### src/rtl/mem_stage.sv
// rtl/mem_stage.sv - RV32I memory stage: loads/stores over a req/ack bus, writeback forwarding
module mem_stage #(
   parameter int XLEN    = 32,
   parameter int TIMEOUT = 255
) (
   input  logic            clk,
   input  logic            rst,
   input  logic            in_valid,
   input  logic [XLEN-1:0] pc_in,
   input  logic [XLEN-1:0] instr_in,
   input  logic [XLEN-1:0] data,
   input  logic [XLEN-1:0] store_val,
   output logic            stall,
   output logic            dmem_req,
   output logic            dmem_we,
   output logic [XLEN-1:0] dmem_addr,
   output logic [3:0]      dmem_be,
   output logic [XLEN-1:0] dmem_wdata,
   input  logic [XLEN-1:0] dmem_rdata,
   input  logic            dmem_ack,
   output logic            out_valid,
   output logic [XLEN-1:0] pc_out,
   output logic [XLEN-1:0] instr_out,
   output logic [XLEN-1:0] wb_data,
   output logic [4:0]      wb_rd,
   output logic            wb_en,
   output logic            misalign,
   output logic            bus_err
);

   localparam logic [6:0] OP_LOAD   = 7'b0000011;
   localparam logic [6:0] OP_STORE  = 7'b0100011;
   localparam logic [6:0] OP_BRANCH = 7'b1100011;
   localparam logic [7:0] TMO_LIMIT = 8'(TIMEOUT);

   typedef enum logic {S_IDLE, S_BUSY} state_t;

   state_t          r_state;
   logic [7:0]      r_cnt;
   logic [2:0]      r_f3;
   logic [1:0]      r_off;
   logic            r_is_load;
   logic [4:0]      r_rd;
   logic [XLEN-1:0] r_pc;
   logic [XLEN-1:0] r_instr;
   logic            r_dmem_req;
   logic            r_dmem_we;
   logic [XLEN-1:0] r_dmem_addr;
   logic [3:0]      r_dmem_be;
   logic [XLEN-1:0] r_dmem_wdata;
   logic            r_out_valid;
   logic [XLEN-1:0] r_pc_out;
   logic [XLEN-1:0] r_instr_out;
   logic [XLEN-1:0] r_wb_data;
   logic [4:0]      r_wb_rd;
   logic            r_wb_en;
   logic            r_misalign;
   logic            r_bus_err;

   logic [6:0]      w_opcode;
   logic [2:0]      w_f3;
   logic [4:0]      w_rd;
   logic [1:0]      w_off;
   logic            w_is_load;
   logic            w_is_mem;
   logic            w_aligned;
   logic [3:0]      w_be;
   logic [XLEN-1:0] w_wdata;
   logic [XLEN-1:0] w_lane;
   logic [XLEN-1:0] w_load_val;
   logic [7:0]      w_cnt_next;

   assign w_opcode   = instr_in[6:0];
   assign w_f3       = instr_in[14:12];
   assign w_rd       = instr_in[11:7];
   assign w_off      = data[1:0];
   assign w_is_load  = (w_opcode == OP_LOAD);
   assign w_is_mem   = w_is_load || (w_opcode == OP_STORE);
   assign w_cnt_next = r_cnt + 8'd1;

   // Alignment check from access size and low address bits; reserved sizes count as faults
   always_comb begin
      w_aligned = 1'b0;
      case (w_f3[1:0])
         2'b00:   w_aligned = 1'b1;
         2'b01:   w_aligned = ~w_off[0];
         2'b10:   w_aligned = (w_off == 2'b00) && (w_f3 != 3'b110);
         default: w_aligned = 1'b0;
      endcase
   end

   // Byte enables and lane-replicated store data for the incoming access
   always_comb begin
      w_be    = 4'b1111;
      w_wdata = store_val;
      case (w_f3[1:0])
         2'b00: begin
            w_be    = 4'b0001 << w_off;
            w_wdata = {4{store_val[7:0]}};
         end
         2'b01: begin
            w_be    = 4'b0011 << w_off;
            w_wdata = {2{store_val[15:0]}};
         end
         default: begin
            w_be    = 4'b1111;
            w_wdata = store_val;
         end
      endcase
   end

   // Shift the returned word down to the addressed lane and extend to XLEN
   always_comb begin
      w_lane     = dmem_rdata >> {r_off, 3'b000};
      w_load_val = w_lane;
      case (r_f3)
         3'b000:  w_load_val = {{(XLEN-8){w_lane[7]}}, w_lane[7:0]};
         3'b001:  w_load_val = {{(XLEN-16){w_lane[15]}}, w_lane[15:0]};
         3'b100:  w_load_val = {{(XLEN-8){1'b0}}, w_lane[7:0]};
         3'b101:  w_load_val = {{(XLEN-16){1'b0}}, w_lane[15:0]};
         default: w_load_val = w_lane;
      endcase
   end

   // Stage FSM: accept in IDLE, hold the bus request in BUSY until ack or timeout, then retire
   always_ff @(posedge clk) begin
      if (rst) begin
         r_state      <= S_IDLE;
         r_cnt        <= 8'd0;
         r_f3         <= 3'd0;
         r_off        <= 2'd0;
         r_is_load    <= 1'b0;
         r_rd         <= 5'd0;
         r_pc         <= '0;
         r_instr      <= '0;
         r_dmem_req   <= 1'b0;
         r_dmem_we    <= 1'b0;
         r_dmem_addr  <= '0;
         r_dmem_be    <= 4'd0;
         r_dmem_wdata <= '0;
         r_out_valid  <= 1'b0;
         r_pc_out     <= '0;
         r_instr_out  <= '0;
         r_wb_data    <= '0;
         r_wb_rd      <= 5'd0;
         r_wb_en      <= 1'b0;
         r_misalign   <= 1'b0;
         r_bus_err    <= 1'b0;
      end else begin
         r_out_valid <= 1'b0;
         r_misalign  <= 1'b0;
         r_bus_err   <= 1'b0;
         case (r_state)
            S_IDLE: begin
               if (in_valid) begin
                  r_f3      <= w_f3;
                  r_off     <= w_off;
                  r_is_load <= w_is_load;
                  r_rd      <= w_rd;
                  r_pc      <= pc_in;
                  r_instr   <= instr_in;
                  if (!w_is_mem || !w_aligned) begin
                     // Retire immediately: ALU result, or a faulting access with no bus cycle
                     r_out_valid <= 1'b1;
                     r_pc_out    <= pc_in;
                     r_instr_out <= instr_in;
                     r_wb_data   <= data;
                     r_wb_rd     <= w_rd;
                     r_wb_en     <= !w_is_mem && (w_opcode != OP_BRANCH) && (w_rd != 5'd0);
                     r_misalign  <= w_is_mem;
                  end else begin
                     r_state      <= S_BUSY;
                     r_cnt        <= 8'd0;
                     r_dmem_req   <= 1'b1;
                     r_dmem_we    <= !w_is_load;
                     r_dmem_addr  <= {data[XLEN-1:2], 2'b00};
                     r_dmem_be    <= w_be;
                     r_dmem_wdata <= w_is_load ? '0 : w_wdata;
                  end
               end
            end
            S_BUSY: begin
               if (dmem_ack || (w_cnt_next == TMO_LIMIT)) begin
                  r_state     <= S_IDLE;
                  r_cnt       <= 8'd0;
                  r_dmem_req  <= 1'b0;
                  r_out_valid <= 1'b1;
                  r_pc_out    <= r_pc;
                  r_instr_out <= r_instr;
                  r_wb_rd     <= r_rd;
                  // Ack takes priority over a timeout landing in the same cycle
                  r_wb_data   <= (dmem_ack && r_is_load) ? w_load_val : '0;
                  r_wb_en     <= dmem_ack && r_is_load && (r_rd != 5'd0);
                  r_bus_err   <= !dmem_ack;
               end else begin
                  r_cnt <= w_cnt_next;
               end
            end
            default: r_state <= S_IDLE;
         endcase
      end
   end

   assign stall      = (r_state == S_BUSY);
   assign dmem_req   = r_dmem_req;
   assign dmem_we    = r_dmem_we;
   assign dmem_addr  = r_dmem_addr;
   assign dmem_be    = r_dmem_be;
   assign dmem_wdata = r_dmem_wdata;
   assign out_valid  = r_out_valid;
   assign pc_out     = r_pc_out;
   assign instr_out  = r_instr_out;
   assign wb_data    = r_wb_data;
   assign wb_rd      = r_wb_rd;
   assign wb_en      = r_wb_en;
   assign misalign   = r_misalign;
   assign bus_err    = r_bus_err;

endmodule

### config.mk
export PLATFORM = sky130hd
export DESIGN_NAME = mem_stage
export DESIGN_NICKNAME = d
export VERILOG_FILES = /design/src/rtl/mem_stage.sv
export SDC_FILE = /design/constraint.sdc
export NUM_CORES = 1
export LEC_CHECK = 0
export CAP_MARGIN = 20
export CORE_MARGIN = 5
export CORE_UTILIZATION = 42
export DETAILED_ROUTE_END_ITERATION = 7
export HOLD_SLACK_MARGIN = 0.06
export PLACE_DENSITY = 0.77
export SETUP_SLACK_MARGIN = 0.5
export SYNTH_ARGS = -nofsm -noshare
export SYNTH_HDL_FRONTEND = slang
export SYNTH_SLANG_ARGS = --single-unit
export TNS_END_PERCENT = 20
### constraint.sdc
create_clock -name clk -period 1.7 [get_ports clk]
set_input_delay 0.255 -clock clk [delete_from_list [all_inputs] [get_ports clk]]
set_output_delay 0.255 -clock clk [all_outputs]
set_load 0.1 [all_outputs]
==> impl_metrics.csv <==
group,metric,value,unit
outcome,status,"finished with violations",
outcome,failed_checks,"negative setup slack",
setup_path,path_max_fanout,4,
yosys,synthDistinctLibCells,57,
route,routed_wl,46230,µm
die,die_x,167.0,µm
place,place.port_buffers,337,
yosys,synth-edff-count,0,
grt,grt_pass1_vias,11338,
route,drtPass1Iterations,5,
clocking,cts_made_buffers,27,
yosys,yosysSeqAreaShare,0.4716,
cells_and_area,area_delta_synth_final,87.06,%
yosys,synth_area_leaders,"dfxtp_1, nand2_1, a21oi_1",
die,die_area,0.02790,mm²
yosys,netlist_top_cells_count,"nand2_1, dfxtp_1, a21oi_1",
setup_path,crit_chain,"ha_4 -> xor2_2 -> buf_4 -> and3_4 -> buf_4 -> a21oi_4 -> nor4bb_2 -> a311o_1",
yosys,synth_cells,1250,
clocking,clock_path_buffers,3,
pwr,p_leak,7.332,nW
timing,hold_viol,0,
cells_and_area,nets,1833,
grt,antenna_found_initial,4,
yosys,synth_ff_type,"dfxtp_1",
grt,grt_max_degree,108,
die,ios,340,
clocking,cts_tree,"done",
setup_path,crit_type,"register to register",
cells_and_area,stdcell_count,2015,
grt,grt_overflow,0,
worst_hold_path,holdCritPathClass,"input pin to register",
yosys,synth_area_leader_cell,"dfxtp_1",
timing,worst_slack,-0.2282,ns
setup_path,slowest_delay,0.39,ns
yosys,synth_top_area_share,0.4716,
setup_path,slowest_stage,"dfxtp_4",
timing,max_freq,518.6,MHz
pwr,powerDensity,853.7,mW/mm²
clocking,root_buffer,"clkbuf_16",
yosys,syn_avg_cell_area,8.286,µm²
place,routabilityCongestion,0.9501,
grt,grt_pass1_wl,65440,µm
timing,slew_viol_final,0,
cells_and_area,drive_above_1_share,0.3995,
yosys,yosys_warnings,0,
yosys,ys_async_sr_fraction,0,
timing,worst_pin_slew,0.8259,ns
clocking,htree_levels,1,
timing,finalSetupViolations,101,
route,viasPerCell,5.811,
yosys,ys_ff_latch,244,
clocking,cts.sinks,244,
clocking,insertion_delay,0.54,ns
cells_and_area,n_fill_cell,1348,
place,dp.cells,1922,
place,dp_slack,-0.6919,ns
die,core_area,0.02432,mm²
clocking,clk_pin_slew,0.06,ns
route,ant_nets,0,
yosys,post-synth-top-count-cell,"nand2_1",
die,die_y,167.0,µm
route,vias,11710,
timing,fin_crit,1.928,ns
die,start_util,0.4259,
yosys,synth.cell_area,0.01036,mm²
die,rows,57,
setup_path,r2r_slack,-0.23,ns
setup_path,crit_path_end_kind,"register",
grt,grt_use_total,0.2887,
route,drc,0,
setup_path,worstPathRequired,2.11,ns
timing,rsz0062_at_grt,"yes",
setup_path,start_kind,"register",
flow_run,maxCapViolCount,0,
setup_path,critPathArrivalTime,2.34,ns
route,wl_per_cell,22.94,µm
route,drtIter0Drc,1257,
timing,slew_headroom,0.4494,
place,hpwlAfterDp,28260,µm
clocking,ctsHoldBuffers,0,
setup_path,cp_common_cell,"buf_4",
timing,finClkSkew,0.01195,ns
pwr,ir_drop,0.6595,mV
timing,period_share,1.134,
==> per-layer routing <==
layer	routed length (µm)	GRT usage	vias to the layer above	part of all wire
li1	-	-	5209	-
met1	17150	0.3439	5658	0.37
met2	22970	0.5023	656	0.50
met3	3432	0.05854	185	0.074
met4	2664	0.1288	2	0.058
met5	13	0	-	0.00028
==> repair_timing <==
| action | in CTS | in global routing |
|---|---|---|
| setup endpoints to repair | 418 | 418 |
| resized for setup | 189 | 182 |
| buffers inserted | 22 | 2 |
| endpoints found under the hold margin | 0 | 0 |
| pin swaps | 39 | 54 |
| cloned | 10 | 6 |
==> critical path: cells and delay by family, from the launching register on <==
kind,cells,cell delay [ns]
adders and majority gates,1,0.16
buffers and inverters,2,0.29
and+or+nand+nor,2,0.37
AOI/OAI and AO/OA,2,0.42
DFF,1,0.39
xor gates and xnor gates,1,0.18
==> worst paths after layout <==
| check | to | startpoint | depth (start not counted) |
|---|---|---|---|
| worst min register to register | r_instr[22] | r_instr[22] | 2 |
| worst max register to register | instr_out[1] | r_cnt[0] | 8 |
| worst min-delay path | instr_out[2] | instr_in[2] | 4 |
| worst max-delay path | instr_out[1] | r_cnt[0] | 8 |
==> state kept, by name, summed over array words and instances (netlist names), 4 cells and up <==
signal and cells:
dmem_addr 30, dmem_be 4, dmem_wdata 32, instr_out 32, pc_out 32, r_cnt 8, r_instr 26, r_pc 32
r_rd 4, wb_data 32
==> final cells by class <==
cell class                      instances  area, µm²  area share
Multi-Input combinational cell        829       5682      0.2933
Clock inverter                         15      230.2     0.01188
Inverter                               72      275.3     0.01421
Timing Repair Buffer                  493       7032      0.3629
Clock buffer                           34      753.2     0.03888
Antenna cell                            4      10.01   0.0005166
Tap cell                              324      405.4     0.02092
Sequential cell                       244       4987      0.2574
==> stage by stage <==
stage / power, mW / util / setup TNS [ns] / hold slack (ns) / area [µm²]
after global placement: 9.654 / 0.6824 / -111.84 / 0.4415 / 16590
final: 16.54 / 0.7967 / -15.70 / 0.1125 / 19370
after floorplan: 8.107 / - / -3.412 / 0.3860 / 10490
after detailed placement: 9.704 / 0.6824 / -120.73 / 0.4487 / 16590
after CTS: 16.31 / 0.7649 / -11.07 / 0.2252 / 18600
after global routing: 16.98 / 0.7966 / -19.73 / 0.1284 / 19370
==> layout by cell type (no fill, tap or decap), drive strengths merged, types with 12 or more instances in the layout <==
cell,instances
inv,71
o21ai,83
clkdlybuf4s50,152
nor2,50
mux2,25
a21oi,152
nor3,19
dfxtp,244
a211oi,20
nand3,31
a221oi,31
nand2b,12
buf,326
clkbuf,40
mux2i,27
nand2,249
a22oi,66
==> power breakdown <==
group,total (mW),internal [mW],switching (mW)
clock,6.48,4.04,2.45
sequential,6.21,5.96,0.254
combinational,3.85,1.57,2.27
==> cell families (layout without fill, tap and decap cells) <==
family / Yosys count / after routing / share of synthesized area
mux: 52 / 52 / 0.05327
buf+inv: 180 / 614 / 0.07683
simple gates: 385 / 385 / 0.1591
compound gates: 380 / 382 / 0.2306
xor+xnor: 6 / 6 / 0.005800
flops: 244 / 244 / 0.4716
other cells: 1 / 6 / 0.0003621
fa+ha+maj: 2 / 2 / 0.002416
No activity file was read; power rests on OpenSTA's default activity.
